**src/rtl/alu_pipe_param.sv**
```systemverilog
// alu_pipe_param: parametrised ALU core with operand wait, multi-cycle multiply
// and an OUT_VALID/BUSY handshake. All outputs are registered; CE=0 freezes everything.
module alu_pipe_param #(
    parameter int unsigned WIDTH   = 8,
    parameter int unsigned CMD_W   = 4,
    parameter int unsigned MUL_LAT = 3,
    parameter int unsigned TIMEOUT = 16
) (
    input  logic               CLK,
    input  logic               RST,
    input  logic               CE,
    input  logic               MODE,
    input  logic [CMD_W-1:0]   CMD,
    input  logic [1:0]         INP_VALID,
    input  logic [WIDTH-1:0]   OPA,
    input  logic [WIDTH-1:0]   OPB,
    input  logic               CIN,
    output logic               BUSY,
    output logic               OUT_VALID,
    output logic [2*WIDTH-1:0] RES,
    output logic               COUT,
    output logic               OFLOW,
    output logic               G,
    output logic               L,
    output logic               E,
    output logic               ERR
);

    localparam int unsigned RES_W   = 2 * WIDTH;
    localparam int unsigned SH_W    = $clog2(WIDTH);
    localparam int unsigned CNT_MAX = (TIMEOUT > MUL_LAT) ? TIMEOUT : MUL_LAT;
    localparam int unsigned CNT_W   = $clog2(CNT_MAX + 1);

    typedef enum logic [1:0] {
        S_IDLE = 2'd0,
        S_WAIT = 2'd1,
        S_MUL  = 2'd2
    } state_t;

    typedef struct packed {
        logic [RES_W-1:0] res;
        logic             cout;
        logic             oflow;
        logic             g;
        logic             l;
        logic             e;
        logic             err;
    } alu_out_t;

    // Command is legal for the selected mode
    function automatic logic cmd_ok(input logic mode, input int unsigned c);
        return mode ? (c <= 9) : (c <= 13);
    endfunction

    // Multiply is the only multi-cycle command
    function automatic logic is_mul(input logic mode, input int unsigned c);
        return mode && (c == 9);
    endfunction

    // Operands required by a command: bit0 = A, bit1 = B
    function automatic logic [1:0] need_ops(input logic mode, input int unsigned c);
        logic [1:0] n;
        n = 2'b00;
        if (mode) begin
            case (c)
                0, 1, 2, 3, 8, 9: n = 2'b11;
                4, 5:             n = 2'b01;
                6, 7:             n = 2'b10;
                default:          n = 2'b00;
            endcase
        end else begin
            case (c)
                0, 1, 2, 3, 4, 5, 12, 13: n = 2'b11;
                6, 8, 9:                  n = 2'b01;
                7, 10, 11:                n = 2'b10;
                default:                  n = 2'b00;
            endcase
        end
        return n;
    endfunction

    // Single-shot evaluation of one command on resolved operands
    function automatic alu_out_t alu_eval(input logic mode, input int unsigned c,
                                          input logic [WIDTH-1:0] a,
                                          input logic [WIDTH-1:0] b,
                                          input logic cin);
        alu_out_t         o;
        logic [WIDTH-1:0] x;
        logic [WIDTH-1:0] y;
        logic [WIDTH-1:0] r;
        logic [WIDTH:0]   u;
        logic [RES_W-1:0] rot;
        logic             cy;
        logic             sub;
        logic             arith;
        o     = '0;
        x     = a;
        y     = b;
        r     = '0;
        u     = '0;
        rot   = '0;
        cy    = 1'b0;
        sub   = 1'b0;
        arith = 1'b0;
        if (mode) begin
            case (c)
                0: arith = 1'b1;
                1: begin arith = 1'b1; sub = 1'b1; end
                2: begin arith = 1'b1; cy = cin; end
                3: begin arith = 1'b1; sub = 1'b1; cy = cin; end
                4: begin arith = 1'b1; y = WIDTH'(1); end
                5: begin arith = 1'b1; sub = 1'b1; y = WIDTH'(1); end
                6: begin arith = 1'b1; x = b; y = WIDTH'(1); end
                7: begin arith = 1'b1; sub = 1'b1; x = b; y = WIDTH'(1); end
                8: begin
                    o.g = (a > b);
                    o.l = (a < b);
                    o.e = (a == b);
                end
                9: o.res = RES_W'(a) * RES_W'(b);
                default: o.err = 1'b1;
            endcase
            // Carry/borrow lands in RES[WIDTH]; overflow judged on the WIDTH-bit result
            if (arith) begin
                if (sub) begin
                    u       = {1'b0, x} - {1'b0, y} - (WIDTH+1)'(cy);
                    o.oflow = (x[WIDTH-1] != y[WIDTH-1]) && (u[WIDTH-1] != x[WIDTH-1]);
                end else begin
                    u       = {1'b0, x} + {1'b0, y} + (WIDTH+1)'(cy);
                    o.oflow = (x[WIDTH-1] == y[WIDTH-1]) && (u[WIDTH-1] != x[WIDTH-1]);
                end
                o.res  = RES_W'(u);
                o.cout = u[WIDTH];
            end
        end else begin
            case (c)
                0:  r = a & b;
                1:  r = ~(a & b);
                2:  r = a | b;
                3:  r = ~(a | b);
                4:  r = a ^ b;
                5:  r = ~(a ^ b);
                6:  r = ~a;
                7:  r = ~b;
                8:  r = a >> 1;
                9:  r = a << 1;
                10: r = b >> 1;
                11: r = b << 1;
                12: begin
                    if (|b[WIDTH-1:SH_W]) begin
                        o.err = 1'b1;
                    end else begin
                        rot = {a, a} << b[SH_W-1:0];
                        r   = rot[RES_W-1:WIDTH];
                    end
                end
                13: begin
                    if (|b[WIDTH-1:SH_W]) begin
                        o.err = 1'b1;
                    end else begin
                        rot = {a, a} >> b[SH_W-1:0];
                        r   = rot[WIDTH-1:0];
                    end
                end
                default: o.err = 1'b1;
            endcase
            o.res = RES_W'(r);
        end
        return o;
    endfunction

    state_t             state_q, state_d;
    logic [CNT_W-1:0]   cnt_q, cnt_d;
    logic [WIDTH-1:0]   a_q, a_d;
    logic [WIDTH-1:0]   b_q, b_d;
    logic [CMD_W-1:0]   cmd_q, cmd_d;
    logic               mode_q, mode_d;
    logic               cin_q, cin_d;
    logic [1:0]         miss_q, miss_d;

    logic               busy_d, valid_d;
    logic [RES_W-1:0]   res_d;
    logic               cout_d, oflow_d, g_d, l_d, e_d, err_d;

    logic               exe_go;
    logic               exe_mode;
    logic [CMD_W-1:0]   exe_cmd;
    logic [WIDTH-1:0]   exe_a;
    logic [WIDTH-1:0]   exe_b;
    logic               exe_cin;
    logic [1:0]         miss;
    alu_out_t           alu_o;

    // State, operand latches and registered outputs; CE gates every update
    always_ff @(posedge CLK or negedge RST) begin
        if (!RST) begin
            state_q   <= S_IDLE;
            cnt_q     <= '0;
            a_q       <= '0;
            b_q       <= '0;
            cmd_q     <= '0;
            mode_q    <= 1'b0;
            cin_q     <= 1'b0;
            miss_q    <= 2'b00;
            BUSY      <= 1'b0;
            OUT_VALID <= 1'b0;
            RES       <= '0;
            COUT      <= 1'b0;
            OFLOW     <= 1'b0;
            G         <= 1'b0;
            L         <= 1'b0;
            E         <= 1'b0;
            ERR       <= 1'b0;
        end else if (CE) begin
            state_q   <= state_d;
            cnt_q     <= cnt_d;
            a_q       <= a_d;
            b_q       <= b_d;
            cmd_q     <= cmd_d;
            mode_q    <= mode_d;
            cin_q     <= cin_d;
            miss_q    <= miss_d;
            BUSY      <= busy_d;
            OUT_VALID <= valid_d;
            RES       <= res_d;
            COUT      <= cout_d;
            OFLOW     <= oflow_d;
            G         <= g_d;
            L         <= l_d;
            E         <= e_d;
            ERR       <= err_d;
        end
    end

    // Next-state, operand capture and result selection
    always_comb begin
        state_d  = state_q;
        cnt_d    = cnt_q;
        a_d      = a_q;
        b_d      = b_q;
        cmd_d    = cmd_q;
        mode_d   = mode_q;
        cin_d    = cin_q;
        miss_d   = miss_q;
        busy_d   = BUSY;
        valid_d  = 1'b0;
        res_d    = RES;
        cout_d   = COUT;
        oflow_d  = OFLOW;
        g_d      = G;
        l_d      = L;
        e_d      = E;
        err_d    = ERR;
        exe_go   = 1'b0;
        exe_mode = MODE;
        exe_cmd  = CMD;
        exe_a    = OPA;
        exe_b    = OPB;
        exe_cin  = CIN;
        alu_o    = '0;
        miss     = need_ops(MODE, 32'(CMD)) & ~INP_VALID;

        case (state_q)
            S_IDLE: begin
                if (INP_VALID != 2'b00) begin
                    if (!cmd_ok(MODE, 32'(CMD))) begin
                        exe_go = 1'b1;
                    end else if (miss != 2'b00) begin
                        a_d     = OPA;
                        b_d     = OPB;
                        cmd_d   = CMD;
                        mode_d  = MODE;
                        cin_d   = CIN;
                        miss_d  = miss;
                        cnt_d   = '0;
                        busy_d  = 1'b1;
                        state_d = S_WAIT;
                    end else if (is_mul(MODE, 32'(CMD))) begin
                        a_d     = OPA;
                        b_d     = OPB;
                        cmd_d   = CMD;
                        mode_d  = MODE;
                        cin_d   = CIN;
                        cnt_d   = '0;
                        busy_d  = 1'b1;
                        state_d = S_MUL;
                    end else begin
                        exe_go = 1'b1;
                    end
                end
            end

            S_WAIT: begin
                exe_mode = mode_q;
                exe_cmd  = cmd_q;
                exe_cin  = cin_q;
                exe_a    = miss_q[0] ? OPA : a_q;
                exe_b    = miss_q[1] ? OPB : b_q;
                if ((INP_VALID & miss_q) == miss_q) begin
                    a_d   = exe_a;
                    b_d   = exe_b;
                    cnt_d = '0;
                    if (is_mul(mode_q, 32'(cmd_q))) begin
                        state_d = S_MUL;
                    end else begin
                        exe_go  = 1'b1;
                        busy_d  = 1'b0;
                        state_d = S_IDLE;
                    end
                end else if (cnt_q == CNT_W'(TIMEOUT - 1)) begin
                    valid_d = 1'b1;
                    res_d   = '0;
                    cout_d  = 1'b0;
                    oflow_d = 1'b0;
                    g_d     = 1'b0;
                    l_d     = 1'b0;
                    e_d     = 1'b0;
                    err_d   = 1'b1;
                    busy_d  = 1'b0;
                    state_d = S_IDLE;
                end else begin
                    cnt_d = cnt_q + CNT_W'(1);
                end
            end

            S_MUL: begin
                exe_mode = mode_q;
                exe_cmd  = cmd_q;
                exe_a    = a_q;
                exe_b    = b_q;
                exe_cin  = cin_q;
                if (cnt_q == CNT_W'(MUL_LAT - 1)) begin
                    exe_go  = 1'b1;
                    busy_d  = 1'b0;
                    state_d = S_IDLE;
                end else begin
                    cnt_d = cnt_q + CNT_W'(1);
                end
            end

            default: begin
                busy_d  = 1'b0;
                state_d = S_IDLE;
            end
        endcase

        if (exe_go) begin
            alu_o   = alu_eval(exe_mode, 32'(exe_cmd), exe_a, exe_b, exe_cin);
            valid_d = 1'b1;
            res_d   = alu_o.res;
            cout_d  = alu_o.cout;
            oflow_d = alu_o.oflow;
            g_d     = alu_o.g;
            l_d     = alu_o.l;
            e_d     = alu_o.e;
            err_d   = alu_o.err;
        end
    end

endmodule

```
**config.mk**
```make
export PLATFORM = sky130hd
export DESIGN_NAME = alu_pipe_param
export DESIGN_NICKNAME = d
export VERILOG_FILES = /design/src/rtl/alu_pipe_param.sv
export SDC_FILE = /design/constraint.sdc
export NUM_CORES = 1
export LEC_CHECK = 0
export ABC_AREA = 1
export CAP_MARGIN = 10
export CORE_MARGIN = 2
export CORE_UTILIZATION = 62
export CTS_CLUSTER_DIAMETER = 50
export DETAILED_ROUTE_END_ITERATION = 10
export GPL_ROUTABILITY_DRIVEN = 1
export GPL_TIMING_DRIVEN = 1
export MAX_ROUTING_LAYER = met4
export PLACE_DENSITY_LB_ADDON = 0.12
export RECOVER_POWER = 100
export SYNTH_ARGS = -nofsm -noshare
export SYNTH_HDL_FRONTEND = slang
export SYNTH_SLANG_ARGS = --single-unit
export TNS_END_PERCENT = 20
```
**constraint.sdc**
```tcl
create_clock -name CLK -period 6.2 [get_ports CLK]
set_input_delay 0.62 -clock CLK [delete_from_list [all_inputs] [get_ports CLK]]
set_output_delay 0.62 -clock CLK [all_outputs]
set_load 0.02 [all_outputs]
```
Word-level counts from Yosys, hierarchy flattened
Memory sizes are Yosys's and may differ from the RTL's.
Cells that the tools add are included.
Widths: inputs -> output; s select.
{ "totals": {"register_bits": 55, "romBits": 64, "memories": 2} }
{ "memory_table": {"columns": ["memory", "words", "width", "read_ports", "rd_clocked_by_memory_dff", "write_ports", "line", "rtl"], "rows": [
  ["(no name shown)", 16, 2, 1, 0, 0, "65", "case (c)"],
  ["(no name shown)", 16, 2, 1, 0, 0, "72", "case (c)"]
]} }
{ "op_classes": {"add_sub_neg": 5, "n_mul": 1, "n_lt_le_gt_ge": 4, "eq_ne": 35, "shifts": 2, "mux": 109, "bitwise": 11, "n_reduce_logical": 30} }
{ "op_table": {"columns": ["cell", "count"], "rows": [
  ["$mux 8", 20],
  ["$pmux 8 s14", 1],
  ["$mux 16", 6],
  ["$pmux 8 s2", 4],
  ["$mux 1", 50],
  ["$mux 5", 8],
  ["$not 8->8", 5],
  ["$eq 4x4->1 const B", 8],
  ["$mux 18", 1],
  ["$mux 2", 9],
  ["$eq 4x3->1 const B", 4],
  ["$mul 8x8->16", 1],
  ["$shl 16x3->16", 1],
  ["$shr 16x3->8", 1],
  ["$pmux 5 s3", 1],
  ["$reduce_and 7->1", 2],
  ["$mux 4", 3],
  ["$ne 2x2->1 const B", 6],
  ["$ne 3x3->1 const B", 4],
  ["$reduce_and 6->1", 2],
  ["$reduce_bool 2->1", 6],
  ["$reduce_or 12->1", 1],
  ["$reduce_and 5->1", 2],
  ["$reduce_or 10->1", 1],
  ["37 further kinds", 50]
]} }

Depth between registers and ports, before layout
An unclocked memory read counts as a cell.
{ "logic_depth": {"ltp_word": 17, "depth_mapped": 30, "mapped_depth_nobuf": 28} }

Worst setup path before layout
Ideal clock, no wire load.
{ "synth_path": {"kind": "reg-to-reg", "startpoint": "register state_q[0]", "endpoint": "register RES[12]", "setup_time_ns": 0.118, "t_arrival_ns": 5.099, "t_required_ns": 6.082, "setup_slack_ns": 0.983, "path_stages_with_launch": 27, "path_buffers": 3, "cell_sequence": "dfrtp_1 inv_1 ha_1 buf_6 inv_4 buf_6 a21oi_1 nand2_1 o21ai_1 buf_4 inv_1 ha_1 fa_1 fa_1 fa_1 inv_1 fa_1 inv_1 ha_1 nand2_1 nor2_1 nand2_1 nand2_1 a31oi_1 or2_2 nand4_1 nand2_1"} }
{ "synth_via": {"elab_chain_cells": 11, "elab_cells_between_ends": 31, "cone_classes": "mul (1); eq/ne (11); mux (12); reduce/logical (7)"} }
{ "synth_rtl": {"columns": ["item", "line", "rtl"], "rows": [
  ["start, declared", "172", "state_t state_q, state_d;"],
  ["start signal, assigned", "215", "state_q <= state_d;"],
  ["branches (longest 11 deep; another with $mul 8x8->16)", null, null],
  ["end signal, assigned", "225", "RES <= res_d;"],
  ["end, declared", "20", "output logic [2*WIDTH-1:0] RES,"]
]} }
Several ways; the timed one is not identified. The select of a mux whose other input is x is not followed.
A chain may end at the register's enable or synchronous reset.

Final worst setup path
Ends and elaborated chain as after synthesis.

==> metrics.md <==
| Metric | Value |
|---|---|
| WP data required | `6460 ps` |
| Worst Skew | `~8 ps` |
| Synth cell types | `54` |
| Largest net degree at the start of global routing | `56` |
| Iteration-0 DRC Markers | `883` |
| Antenna Nets Post-Route | `0` |
| Nets | `about 1500` |
| Initial Utilization | `63.4%` |
| Post-synth EDFFs | `0` |
| Nature of the critical path startpoint | `flip-flop` |
| CORE AREA | `between 0.01 and 0.015 mm²` |
| Routed len/inst | `17.4 µm` |
| CP arrival | `6010 ps` |
| Slew @ Worst Pin | `between 3000 and 4000 ps` |
| Die Ht | `120 µm` |
| Max Freq | `around 0.17 GHz` |
| # DRC | `0` |
| I/O Buffers | `50` |
| Final setup fails | `0` |
| Slew headroom | `-110%` |
| Reg clk slew, reported paths | `90 ps` |
| Fin Setup TNS | `0 ps` |
| Vias | `8735` |
| Vias/cell | `5.88` |
| Post-Syn Nets | `between 1000 and 1500` |
| Top-area cell type share of the netlist area | `16.4%` |
| CTS tree | `done` |
| Cell Rows | `42` |
| Ys async rst share | `100%` |
| Violated checks | `max-capacitance violations, max-slew violations` |
| Status | `finished with violations` |
| Die footprint | `0.0145 mm²` |
| I/O Pins | `between 50 and 60` |
| Max-cap violations | `1` |
| First-pass GRT wire length | `42800 µm` |
| Post-CTS Setup Repair Bufs | `0` |
| RSZ-0062 raised after global routing | `false` |
| Die W | `120 µm` |
| Synth area leaders | `dfrtp_1 16%, nand2_1 15%, ha_1 13%, fa_1 9.5%, inv_1 7.8%` |
| Hold Fails Final Rpt | `0` |
| Overflow after GRT | `0` |
| Worst setup path class | `flip-flop to flip-flop` |
| Largest area contributor in the netlist | `dfrtp_1` |
| Max clock buf depth | `2` |
| Synthesized area | `0.00839 mm²` |
| Worst Setup End Kind | `flip-flop` |
| Ant diodes | `0` |
| Share of cells above drive strength 1 | `approximately 6.6%` |
| Max-slew violation count | `56` |
| Post-detail-place hpwl | `20000 µm` |
| GRT Total Usage | `38.5%` |
| Slowest cell delay on critical path | `580 ps` |
| Period Utilization, post-route | `92.8%` |
| First-pass DRT Iterations | `5` |
| Num CTS Buffers | `5` |
| Number of global-route vias before repair | `8439` |
| Final worst path period need | `5750 ps` |
| Mean Syn Cell Area | `between 6 and 7 µm²` |
| Layout area overhead | `9.36%` |
| Hold_buf cts | `0` |
| Initial antenna violation count | `0` |
| Worst Hold Class | `flip-flop to flip-flop` |
| Post-Synthesis Cells | `1270` |
| H-tree depth | `2` |
| Critical-path cell list | `inv_1 -> ha_1 -> buf_4 -> o21ai_1 -> inv_1 -> ha_1 -> fa_1 -> fa_1 -> fa_1 -> inv_1 -> fa_1 -> inv_1 -> ha_1 -> nand2_1 -> inv_1 -> a21oi_1 -> nand2_1 -> a31oi_1 -> or2_2 -> nand4_1 -> nand2_1` |
| Post-synthesis sequential area ratio | `16.4%` |
| Crit path max fanout | `12` |
| Worst path most repeated cell | `inv_1` |
| Clk_lat worst skew | `320 ps` |
| Top FF cell, synth | `dfrtp_1` |
| # resized after CTS | `0` |
| Routed WL | `between 20000 and 30000 µm` |
| Most common library cells after synthesis | `346 x nand2_1, 174 x inv_1, 120 x nand3_1, 119 x nor2_1, 89 x ha_1` |
| Sink Count | `55` |
| #FFs+latches synth | `55` |
| Most frequent cell after synthesis | `nand2_1` |
| YS warnings | `0` |
| Gpl congestion | `1.04` |
| CTS Root Cell | `clkbuf_16` |
| Layout fillers | `1243` |
| Slowest CP cell | `o21ai_1` |
==> flip-flops by register name, summed over array words and instances (netlist names), 2 cells and up <==
name,count
RES,16
a_q,8
b_q,8
cmd_q,4
cnt_q,5
miss_q,2
state_q,2
==> cells by family after synthesis <==
family	Yosys count	share of synthesized area (%)
AOI/OAI and AO/OA	203	15.2
DFF	55	16.4
and+or+nand+nor	637	32.3
adders and majority gates	129	22.8
buffers and inverters	232	11.9
xor gates and xnor gates	14	1.46
==> per-layer routing <==
| metal | share of wire, % | GRT usage, % | routed length, µm |
|---|---|---|---|
| met1 | 43 | 52.2 | 11200 |
| met5 | 0 | - | 0 |
| met4 | 4.2 | 14.9 | 1070 |
| met3 | 9.9 | 6.46 | 2550 |
| met2 | 43 | 57.8 | 11000 |
==> cell usage in the layout (no fill, tap or decap), drive strengths merged, types with 6 or more instances in the layout <==
cell           count
dfrtp             55
nand3            121
nor3               6
xor2               9
nand2            358
nor2             128
o22ai              6
clkbuf             6
buf               21
o2111ai           10
inv              191
fa                40
a21oi             55
clkdlybuf4s50     24
nand4             13
o21ai            100
ha                89
dlygate4sd3       25
==> metrics by stage <==
| step | cell area (µm²) | instances | setup WS, ps | hold WS, ps | util (%) |
|---|---|---|---|---|---|
| global placement | 9030 | 1478 | 527 | 467 | 68.2 |
| floorplan | 8390 | 1270 | 983 | 324 | - |
| CTS | 9210 | 1486 | 482 | 470 | 69.5 |
| finish | 9180 | 1486 | 448 | 491 | 69.3 |
| global route | 9180 | 1486 | 69.2 | 517 | 69.3 |
| detailed placement | 9030 | 1478 | 439 | 469 | 68.2 |
==> worst paths after layout <==
check | startpoint | end | slack [ps] | cells past startpoint
setup / recovery | state_q[0]$_DFFE_PN0P_ | RES[12]$_DFFE_PN0P_ | 450 | 21
hold / removal | RES[14]$_DFFE_PN0P_ | RES[14]$_DFFE_PN0P_ | 490 | 2
setup reg to reg | state_q[0]$_DFFE_PN0P_ | RES[12]$_DFFE_PN0P_ | 450 | 21
hold reg to reg | RES[14]$_DFFE_PN0P_ | RES[14]$_DFFE_PN0P_ | 490 | 2
max in group asynchronous | RST | RES[10]$_DFFE_PN0P_ | 2990 | 2
min in group asynchronous | RST | cnt_q[0]$_DFFE_PN0P_ | 1440 | 2
==> critical path, delay by kind of cell, from the launching register on <==
family	cells	cell delay (ps)
AOI/OAI and AO/OA	3	960
and+or+nand+nor	5	560
DFF	1	420
buffers and inverters	6	670
adders and majority gates	7	3070
==> area by class of cell <==
class	count	area, µm²	share of cell area (%)
inverters	193	732	7.98
clock inverters	3	55.1	0.600
repair buffers	71	674	7.35
flip-flops and latches	55	1380	15.0
clock buffers	5	125	1.36
well taps	176	220	2.40
multi-input cells	983	5990	65.3
Power is left out: the tool's default activity adds up to more than one toggle a clock period on the data nets, which glitch-free logic cannot reach.
